--- src/rtl/regfile_scanner.sv ---
// -----------------------------------------------------------------------------
// regfile_scanner
//
// Walks a register file from FIRST_REG to LAST_REG and streams each word out
// over a valid/ready interface. Each register takes two cycles: READ drives the
// register-file address and captures the combinational read data, and SEND
// holds the word until downstream accepts it.
//
// Optional feature (macro SCAN_CHECKSUM_EN):
//   When defined, the XOR of all streamed data words follows the last register
//   as one extra word. That word has out_chk = 1, out_idx = 0 and out_last = 1.
//   When undefined, there is no checksum state or accumulator, and out_chk is
//   held at 0.
//
// Parameters:
//   FIRST_REG  first register index scanned (0..31, <= LAST_REG)
//   LAST_REG   last register index scanned (0..31)
//
// Ports:
//   clk        clock; all state changes on its rising edge
//   rst        synchronous active-high reset
//   start      requests one full scan; only looked at while idle
//   readReg    register-file read address (registered)
//   regData    register-file read data for readReg (same cycle)
//   out_data   streamed word
//   out_idx    register index of out_data (0 for the checksum word)
//   out_chk    out_data is the checksum word
//   out_last   out_data is the final word of the scan
//   out_valid  stream word valid
//   out_ready  downstream accepts the word when out_valid && out_ready
//   busy       high in every state except IDLE
//   done       one-cycle pulse after the final word is accepted
// -----------------------------------------------------------------------------
module regfile_scanner #(
   parameter int FIRST_REG = 0,
   parameter int LAST_REG  = 31
) (
   input  logic        clk,
   input  logic        rst,
   input  logic        start,
   output logic [4:0]  readReg,
   input  logic [31:0] regData,
   output logic [31:0] out_data,
   output logic [4:0]  out_idx,
   output logic        out_chk,
   output logic        out_last,
   output logic        out_valid,
   input  logic        out_ready,
   output logic        busy,
   output logic        done
);

   localparam logic [4:0] FIRST_IDX = 5'(FIRST_REG);
   localparam logic [4:0] LAST_IDX  = 5'(LAST_REG);

`ifdef SCAN_CHECKSUM_EN
   typedef enum logic [2:0] {
      S_IDLE,
      S_READ,
      S_SEND,
      S_CHK,
      S_DONE
   } state_t;
`else
   typedef enum logic [2:0] {
      S_IDLE,
      S_READ,
      S_SEND,
      S_DONE
   } state_t;
`endif

   state_t      state;
   logic [4:0]  idx;
   logic        handshake;

`ifdef SCAN_CHECKSUM_EN
   logic [31:0] acc;
`endif

   assign handshake = out_valid && out_ready;

   always_ff @(posedge clk) begin
      if (rst) begin
         state     <= S_IDLE;
         idx       <= 5'd0;
         readReg   <= 5'd0;
         out_data  <= 32'd0;
         out_idx   <= 5'd0;
         out_chk   <= 1'b0;
         out_last  <= 1'b0;
         out_valid <= 1'b0;
         busy      <= 1'b0;
         done      <= 1'b0;
`ifdef SCAN_CHECKSUM_EN
         acc       <= 32'd0;
`endif
      end else begin
         done <= 1'b0;
         case (state)
            S_IDLE: begin
               if (start) begin
                  idx     <= FIRST_IDX;
                  // readReg is registered, so it must already carry the index
                  // while the state is READ.
                  readReg <= FIRST_IDX;
                  busy    <= 1'b1;
`ifdef SCAN_CHECKSUM_EN
                  acc     <= 32'd0;
`endif
                  state   <= S_READ;
               end
            end

            S_READ: begin
               out_data  <= regData;
               out_idx   <= idx;
               out_chk   <= 1'b0;
`ifdef SCAN_CHECKSUM_EN
               out_last  <= 1'b0;
`else
               out_last  <= (idx == LAST_IDX);
`endif
               out_valid <= 1'b1;
               state     <= S_SEND;
            end

            S_SEND: begin
               if (handshake) begin
`ifdef SCAN_CHECKSUM_EN
                  acc <= acc ^ out_data;
`endif
                  if (idx < LAST_IDX) begin
                     idx       <= idx + 5'd1;
                     readReg   <= idx + 5'd1;
                     out_valid <= 1'b0;
                     state     <= S_READ;
                  end else begin
`ifdef SCAN_CHECKSUM_EN
                     // The accepted word is folded in here directly, so the
                     // checksum can be presented in the very next cycle.
                     // out_valid stays high.
                     out_data  <= acc ^ out_data;
                     out_idx   <= 5'd0;
                     out_chk   <= 1'b1;
                     out_last  <= 1'b1;
                     state     <= S_CHK;
`else
                     out_valid <= 1'b0;
                     done      <= 1'b1;
                     state     <= S_DONE;
`endif
                  end
               end
            end

`ifdef SCAN_CHECKSUM_EN
            S_CHK: begin
               if (handshake) begin
                  out_valid <= 1'b0;
                  done      <= 1'b1;
                  state     <= S_DONE;
               end
            end
`endif

            S_DONE: begin
               // start is ignored here. busy drops on the same edge that
               // the state returns to IDLE.
               busy  <= 1'b0;
               state <= S_IDLE;
            end

            default: begin
               state <= S_IDLE;
            end
         endcase
      end
   end

endmodule
--- config.mk ---
export PLATFORM = sky130hd
export DESIGN_NAME = regfile_scanner
export DESIGN_NICKNAME = d
export VERILOG_FILES = /design/src/rtl/regfile_scanner.sv
export SDC_FILE = /design/constraint.sdc
export NUM_CORES = 1
export LEC_CHECK = 0
export ABC_CLOCK_PERIOD_IN_PS = 2350
export CAP_MARGIN = 30
export CORE_MARGIN = 2
export CORE_UTILIZATION = 33
export CTS_CLUSTER_DIAMETER = 150
export DETAILED_ROUTE_END_ITERATION = 16
export PLACE_DENSITY = 0.67
export SETUP_SLACK_MARGIN = 0.15
export SLEW_MARGIN = 20
export SYNTH_ARGS = -nofsm -noshare
export SYNTH_HDL_FRONTEND = slang
export SYNTH_SLANG_ARGS = --single-unit
--- constraint.sdc ---
create_clock -name clk -period 2.35 [get_ports clk]
set_input_delay 0.235 -clock clk [delete_from_list [all_inputs] [get_ports clk]]
set_output_delay 0.235 -clock clk [all_outputs]
set_load 0.005 [all_outputs]
# == Word-level counts from Yosys, hierarchy flattened ==
# Index checks and enable logic that the tools add are counted.
# word_totals
regBits,49
latch_bits,0
ram_bits,0
rom_bits,0
in_bits,36
out_inout_bits,47
wordCells,42
memories,0
# classes
n_addsub,1
multipliers,0
div_mod_pow,0
order_cmp,1
n_eq_ne,7
shifts,0
mux,13
bitwise_logic,2
n_reduce_logical,10
# op_table
cell,n
$mux W5,3
$pmux W5 S2,1
$pmux W3 S3,1
$eq A3 B2 Y1 const B,2
$mux W3,2
$ne A2 B2 Y1 const B,3
$reduce_and A2 Y1,3
$reduce_bool A2 Y1,3
$add A5 B1 Y5 const B,1
$eq A5 B5 Y1 const B,1
$lt A5 B5 Y1 const B,1
$pmux W1 S2,2
$reduce_and A4 Y1,1
$eq A3 B1 Y1 const B,1
$logic_not A3 Y1,1
$mux W1,3
$reduce_or A3 Y1,1
$mux W2,1
$not A1 Y1,2
$logic_and A1 B1 Y1,1

# == Longest topological paths before layout ==
# Gate-level depths: netlist of run 1.
# depth
word_depth,4
ltp_mapped,5

# == Least setup slack after synthesis of run 1 ==
# Ideal clock, no wire load.
# synth_path
path_kind,register -> register
start,reg state[1]
end,reg idx[0]
setup_time_ns,0.070
t_arrival_ns,1.211
required_time_ns,2.280
path_slack_ns,1.069
stages_incl_launch_ff,5
period_less_slack_ns,1.281
cell_sequence,dfxtp_1 nor3b_2 o22ai_2 or3_1 a21oi_1
# synth_between
elab_chain_cells,3
# synth_lines
element,line,rtl
"start, declared",73,state_t state;
"start signal, assigned",85,state <= S_IDLE;
"start signal, assigned",111,state <= S_READ;
"start signal, assigned",125,state <= S_SEND;
$eq A3 B2 Y1 / $logic_not A3 Y1 (equally long branches),100,case (state)
$ne A2 B2 Y1 (no line) / $reduce_bool A2 Y1 (equally long branches),-,
$reduce_and A4 Y1 (no line),-,
"end signal, assigned",134,idx <= idx + 5'd1;
"end, declared",74,logic [4:0] idx;
# Parallel ways exist; a longest one is shown, timed or not.
# A chain may end at the register's enable or synchronous reset.

==> results by group, run 1 <==
Status
  – Result of the run: finished clean

Timing
  – Final slew viol count: 0
  – Final hold violation count: 0
  – Setup slack after layout: 0.815 ns
  – Count of final setup violators: 0
  – Setup TNS: 0 ns
  – Minimum period implied by the final worst setup slack: 1.53 ns
  – Max Clk Rate: 0.652 GHz
  – Clock skew: 0.00288 ns
  – Transition at the pin with the smallest max-transition slack: 0.882 ns
  – Max-slew headroom at the worst pin: 41.2%
  – Unrepaired setup endpoints after global routing: no
  – Share of the clock period used by the worst path after layout: 65.3%

Logic synthesis
  – Number of synthesized register bits: 48
  – Number of nets in the synthesized netlist: 257
  – Total of warnings raised by yosys: 0
  – Distinct cell type count after synthesis: 27
  – Number of standard cells after synthesis: 219
  – Per-instance average area after synthesis: 8.07 um2
  – Netlist area before placement: 1770 um2
  – Register area share after synthesis: 54.4%

Setup path
  – Library cell contributing the largest single delay on the critical path: clkdlybuf4s50_1
  – Type of element capturing the critical path: output port
  – Worst path cell trace: clkdlybuf4s50_1
  – CP Launch Type: flip-flop
  – Worst endpoint data arrival time: 1.30 ns
  – Critical-path maximum fanout: 6
  – Delay of the slowest cell on the worst path: 0.55 ns
  – Required time worst endpoint: ~2.1 ns
  – Number of buffer and inverter instances along the worst setup path: 1
  – CP top delay family: buffers and inverters
  – Worst setup path category: reg2out

Finish
  – Fill cell instance count of the final layout: 522
  – Number of nets in the layout: 334
  – Layout-stage area growth over the synthesis result: 54.3%
  – Share of post-route cells with drive strength above 1: approximately 5.1%
  – Multi-input combinational cell area: 748 um2
  – Antenna Diode Count: 0
  – Flip-flop and latch area: 961 um2

Drt
  – Routed via count: approximately 1700
  – Routed wirelength normalized by instance count: 11.8 um
  – Mean number of vias per cell: 4.60
  – Final antenna-violating net count: 0
  – DRC viols: 0
  – Initial DRC Count: 76
  – Post-detailed-routing wire length: between 4 and 5 mm
  – DR pass1 iterations: 4

Global route
  – Met1 Usage GRT: 16.5%
  – Global-route track usage on met2: 26.7%
  – Aggregate global routing overflow: 0
  – Global-route usage over all layers: 15.0%
  – Global routing usage on met3: ~5.4%
  – Layer with the highest usage after global routing: met2
  – Initial antenna violation count: 0
  – Wire length of the first global-routing pass: approximately 7.3 mm
  – Pin count of the biggest net entering global routing: 50
  – Vias in the first global route: between 1500 and 2000

Place
  – Post-detailed-placement half-perimeter wirelength: slightly below 3 mm
  – RD Place Congestion: 0.752
  – Worst slack at placement: 0.662 ns
  – Input/output buffers: between 80 and 90

Floorplan
  – Starting density of the core: 34.4%
  – Total die area: roughly 6000 um2
  – Ports placed on the boundary: 83
  – DIE HEIGHT: 77.2 um
  – X dimension of the die: 77.2 um
  – Core Rows: 26
  – Core footprint: slightly above 5000 um2

Clock tree
  – Post-CTS Hold Buffers: 0
  – TritonCTS Buffers: 5
  – TritonCTS clock tree: built
  – Latest clock arrival within the worst-skew pair: 0.29 ns
  – Clock H-tree levels: 2
  – Quantity of gates resized following cts: 0
  – Clk root buf: clkbuf_8
  – Setup repair bufs after CTS: 0
  – CTS clock-pin slew for the worst setup and hold paths: around 0.080 ns
  – CTS sink count: 48
  – Maximum buffer depth of the clock tree: 2

Worst hold path
  – Min-Delay Path Class: reg2reg

Pwr
  – Peak supply drop: between 0.0003 and 0.0004 V
  – PD cells: 592 nW/um2
  – Leakage component of the power: 0.953 nW

Flow run
  – Maximum capacitance violations: 0
## cell type report
class / count / area share, %
flip-flops and latches: 48 / 35.2
repair buffers: 84 / 30.8
multi-input cells: 157 / 27.4
clock buffers: 8 / 3.30
well taps: 70 / 3.21
## worst paths after layout
check                    start            to  slack (ns)  cells after the start
setup / recovery        idx[4]    readReg[4]        0.82                      1
hold / removal    out_data[22]  out_data[22]        0.46                      2
setup reg to reg      state[1]  out_data[12]        0.87                      4
hold reg to reg   out_data[22]  out_data[22]        0.46                      2
## per-stage QoR
stage	hold slack, ns	cell area (um2)	util [%]	cells	total power, mW
CTS	0.458	2730	53.1	367	1.65
global placement	0.441	2640	51.3	359	1.14
floorplan	0.331	1770	-	219	0.990
finish	0.455	2730	53.1	367	1.61
detailed placement	0.447	2640	51.3	359	1.14
global route	0.477	2730	53.1	367	1.71
## synth_stat cells (all sizes together)
library cell,count,area [um2]
nand2,80,300
dfxtp,48,961
a21oi,44,220
clkbuf,8,30.0
buf,6,31.3
nor2,6,22.5
nor2b,3,18.8
ha,2,25.0
nand2b,2,12.5
nor3,2,10.0
nor4b,2,17.5
o21ai,2,10.0
or2,2,12.5
a211oi,1,7.51
and3,1,6.26
and4b,1,10.0
conb,1,3.75
nand3,1,5.00
nand4,1,6.26
nand4b,1,8.76
nor3b,1,12.5
o21bai,1,7.51
o22ai,1,12.5
or3,1,6.26
or4b,1,10.0
## state kept, by name, summed over array words and instances, names as in the netlist
signal     flops
busy           1
done           1
idx            5
out_data      32
out_idx        5
out_last       1
out_valid      1
state          2
## cell usage in the layout, fill, tap and decap left out, types with 2 or more instances in the layout
cell type        instances
nand2_1                 80
clkdlybuf4s50_1         80
dfxtp_1                 48
a21oi_1                 44
nor2_1                   6
clkbuf_8                 6
nand2b_1                 2
or2_2                    2
nor2b_1                  2
nor3_1                   2
nor4b_1                  2
o21ai_0                  2
ha_1                     2
clkbuf_1                 2
buf_4                    2
## per-layer routing
metal	vias up	wire length, um
li1	872	-
met2	51	2080
met4	0	55
met3	6	303
met1	759	1880
met5	-	0
## power breakdown
| part | internal, mW | switching [mW] | total [mW] | leakage [nW] |
|---|---|---|---|---|
| sequential | 0.850 | 0.0237 | 0.874 | 0.390 |
| clock | 0.240 | 0.254 | 0.494 | 0.0455 |
| combinational | 0.145 | 0.101 | 0.246 | 0.517 |
| total | 1.24 | 0.378 | 1.61 | 0.953 |
## cells by family after synthesis
family / share of synthesized area, %
flip-flops: 54.4
adder cells (fa/ha/maj): 1.42
AO/OA/AOI/OAI: 14.6
AND/OR/NAND/NOR: 26.0
buffers and inverters: 3.47
other: 0.212
(Power assumes the default switching activity.)
==> run 2, diff against run 1 <==
--- a/config.mk
+++ b/config.mk
@@ -5,13 +5,13 @@
 export SDC_FILE = /design/constraint.sdc
 export NUM_CORES = 1
 export LEC_CHECK = 0
-export ABC_CLOCK_PERIOD_IN_PS = 2350
+export ABC_CLOCK_PERIOD_IN_PS = 1330
 export CAP_MARGIN = 30
 export CORE_MARGIN = 2
 export CORE_UTILIZATION = 33
 export CTS_CLUSTER_DIAMETER = 150
 export DETAILED_ROUTE_END_ITERATION = 16
-export PLACE_DENSITY = 0.67
+export PLACE_DENSITY = 0.69
 export SETUP_SLACK_MARGIN = 0.15
 export SLEW_MARGIN = 20
 export SYNTH_ARGS = -nofsm -noshare
==> constraint.sdc (replaced) <==
create_clock -name clk -period 1.33 [get_ports clk]
set_input_delay 0.133 -clock clk [delete_from_list [all_inputs] [get_ports clk]]
set_output_delay 0.133 -clock clk [all_outputs]
set_load 0.005 [all_outputs]
==> run 2 against run 1 <==
Power is 92% higher; combinational power is 100% higher; sequential cell count stayed put; non-clock buffer count is 18 higher; count of clock-buffer cells in the layout is 3 lower; highest routed layer unchanged; via count is 6.2% higher.
==> results by group, run 2 (synthesized netlist as in run 1, its figures left out) <==
Global route
  – Vias in the first global route: 1671
  – Global-route usage over all layers: 15.4%
  – Aggregate global routing overflow: 0
  – Initial antenna violation count: 0
  – Wire length of the first global-routing pass: between 7 and 8 mm
  – Pin count of the biggest net entering global routing: 24

Setup path
  – Worst path cell trace: ha_4 > and3_4 > ha_4 > nand4_1 > a21oi_2
  – Library cell contributing the largest single delay on the critical path: dfxtp_4
  – Worst endpoint data arrival time: 1.56 ns
  – Required time worst endpoint: 1.56 ns
  – Critical-path maximum fanout: 3
  – Worst setup path category: reg2reg
  – Length in cells of the worst reg-to-reg path: 5
  – Delay of the slowest cell on the worst path: 0.37 ns
  – WP depth: 5
  – Most prevalent standard cell on the critical path: ha_4
  – CP top delay family: adder cells
  – Type of element capturing the critical path: flip-flop
  – CP Launch Type: flip-flop
  – Number of buffer and inverter instances along the worst setup path: 0

Floorplan
  – DIE HEIGHT: 77.2 um
  – Total die area: 5960 um2
  – Ports placed on the boundary: 83
  – Starting density of the core: 34.4%
  – Core footprint: just over 5000 um2
  – X dimension of the die: a little under 80 um
  – Core Rows: 26

Pwr
  – Peak supply drop: 0.000632 V
  – PD cells: approximately 1000 nW/um2
  – Overall power: 3.09 mW
  – Leakage component of the power: 1.29 nW

Finish
  – Most frequent cells in the layout: nand2_1, dlygate4sd2_1, a21oi_1, clkdlybuf4s50_1, dfxtp_1
  – Most flops, register: out_data
  – Antenna Diode Count: 0
  – Layout Cells excl Fill: 385
  – Layout-stage area growth over the synthesis result: 71.0%
  – Fill cell instance count of the final layout: 486
  – Flip-flop count of the largest register, all copies and words added: 32
  – Core utilization of the finished layout: about three fifths
  – Post-layout instance area: 3020 um2
  – Commonest non-fill, non-tap cell in the layout: nand2_1
  – Share of post-route cells with drive strength above 1: 22.9%
  – Number of nets in the layout: 352
  – Biggest registers after layout: out_data: 32 flops, idx: 5 flops, out_idx: 5 flops

Place
  – RD Place Congestion: 0.727
  – Number of cells in the design after placement: 368
  – Placed inst area: 2730 um2
  – Worst slack at placement: -0.193 ns
  – Input/output buffers: 81
  – Post-detailed-placement half-perimeter wirelength: 3.03 mm

Drt
  – Routed via count: 1792
  – Highest layer used for signal routing: met4
  – DR pass1 iterations: 4
  – Routed wirelength normalized by instance count: 12.4 um
  – Post-detailed-routing wire length: roughly 4.8 mm
  – DRC viols: 0
  – Final antenna-violating net count: 0
  – Met2 WL: 2.45 mm
  – Metal-1 WL: 2.00 mm
  – Initial DRC Count: 63
  – Mean number of vias per cell: 4.65
  – Routed wl met3: 310 um

Timing
  – Clock skew: 0.00894 ns
  – Setup TNS: 0 ns
  – Minimum period implied by the final worst setup slack: 1.33 ns
  – Setup slack after layout: roughly 0.0028 ns
  – Unrepaired setup endpoints after global routing: yes
  – Share of the clock period used by the worst path after layout: 99.8%
  – Final slew viol count: 0
  – Max Clk Rate: ~0.75 GHz
  – Worst hold slack: 0.0916 ns
  – Count of final setup violators: 0
  – Final hold violation count: 0

Clock tree
  – Clock H-tree levels: 2
  – CTS sink count: between 40 and 50
  – Maximum buffer depth of the clock tree: 2
  – Clk root buf: clkbuf_8
  – TritonCTS Buffers: 5
  – TritonCTS clock tree: built
  – Post-CTS Hold Buffers: 0
  – Latest clock arrival within the worst-skew pair: 0.30 ns
  – CTS clock-pin slew for the worst setup and hold paths: 0.09 ns

Worst hold path
  – Worst Hold Depth: 2
  – Min-Delay Path Class: in2reg

Flow run
  – Maximum capacitance violations: 0

Status
  – Result of the run: finished clean
run 2: cell count changes in the layout (fill, tap and decap cells not counted), moves of 6 or more:
cell / previous run / this run
clkdlybuf4s50_1: 80 / 34
dlygate4sd2_1: 0 / 44
dfxtp_1: 48 / 25
dfxtp_2: 0 / 17
buf_4: 2 / 13
dfxtp_4: 0 / 6
run 2: final cells by class:
cell class / count / area, um2 / area share, %
Tap cell: 70 / 87.6 / 2.90
Multi-Input combinational cell: 157 / 841 / 27.8
Clock inverter: 3 / 42.5 / 1.41
Sequential cell: 48 / 1000 / 33.2
Timing Repair Buffer: 102 / 978 / 32.4
Clock buffer: 5 / 68.8 / 2.28
run 2: repair_timing:
action | in CTS | in global routing
pin swaps | 3 | 11
gates resized for setup | 78 | 21
setup endpoints to repair | 68 | 36
setup buffers | 5 | 3
cloned | 0 | 1
run 2: worst paths after layout:
| kind | startpoint | endpoint | slack, ns |
|---|---|---|---|
| hold / removal | rst | idx[0] | 0.09 |
| setup / recovery | idx[1] | idx[4] | 0.003 |
| hold reg to reg | out_data[1] | out_data[1] | 0.45 |
| setup reg to reg | idx[1] | idx[4] | 0.003 |
run 2: where the power goes:
part | internal, mW | switching [mW] | total [mW]
registers | 1.50 | 0.0391 | 1.54
logic | 0.286 | 0.213 | 0.499
clock network | 0.557 | 0.499 | 1.06
run 2: routing by layer:
| layer | GRT usage, % | vias up |
|---|---|---|
| met5 | 0 | - |
| met4 | 4.29 | 0 |
| met3 | 5.29 | 2 |
| met2 | 27.3 | 56 |
| met1 | 17.4 | 825 |
| li1 | - | 909 |
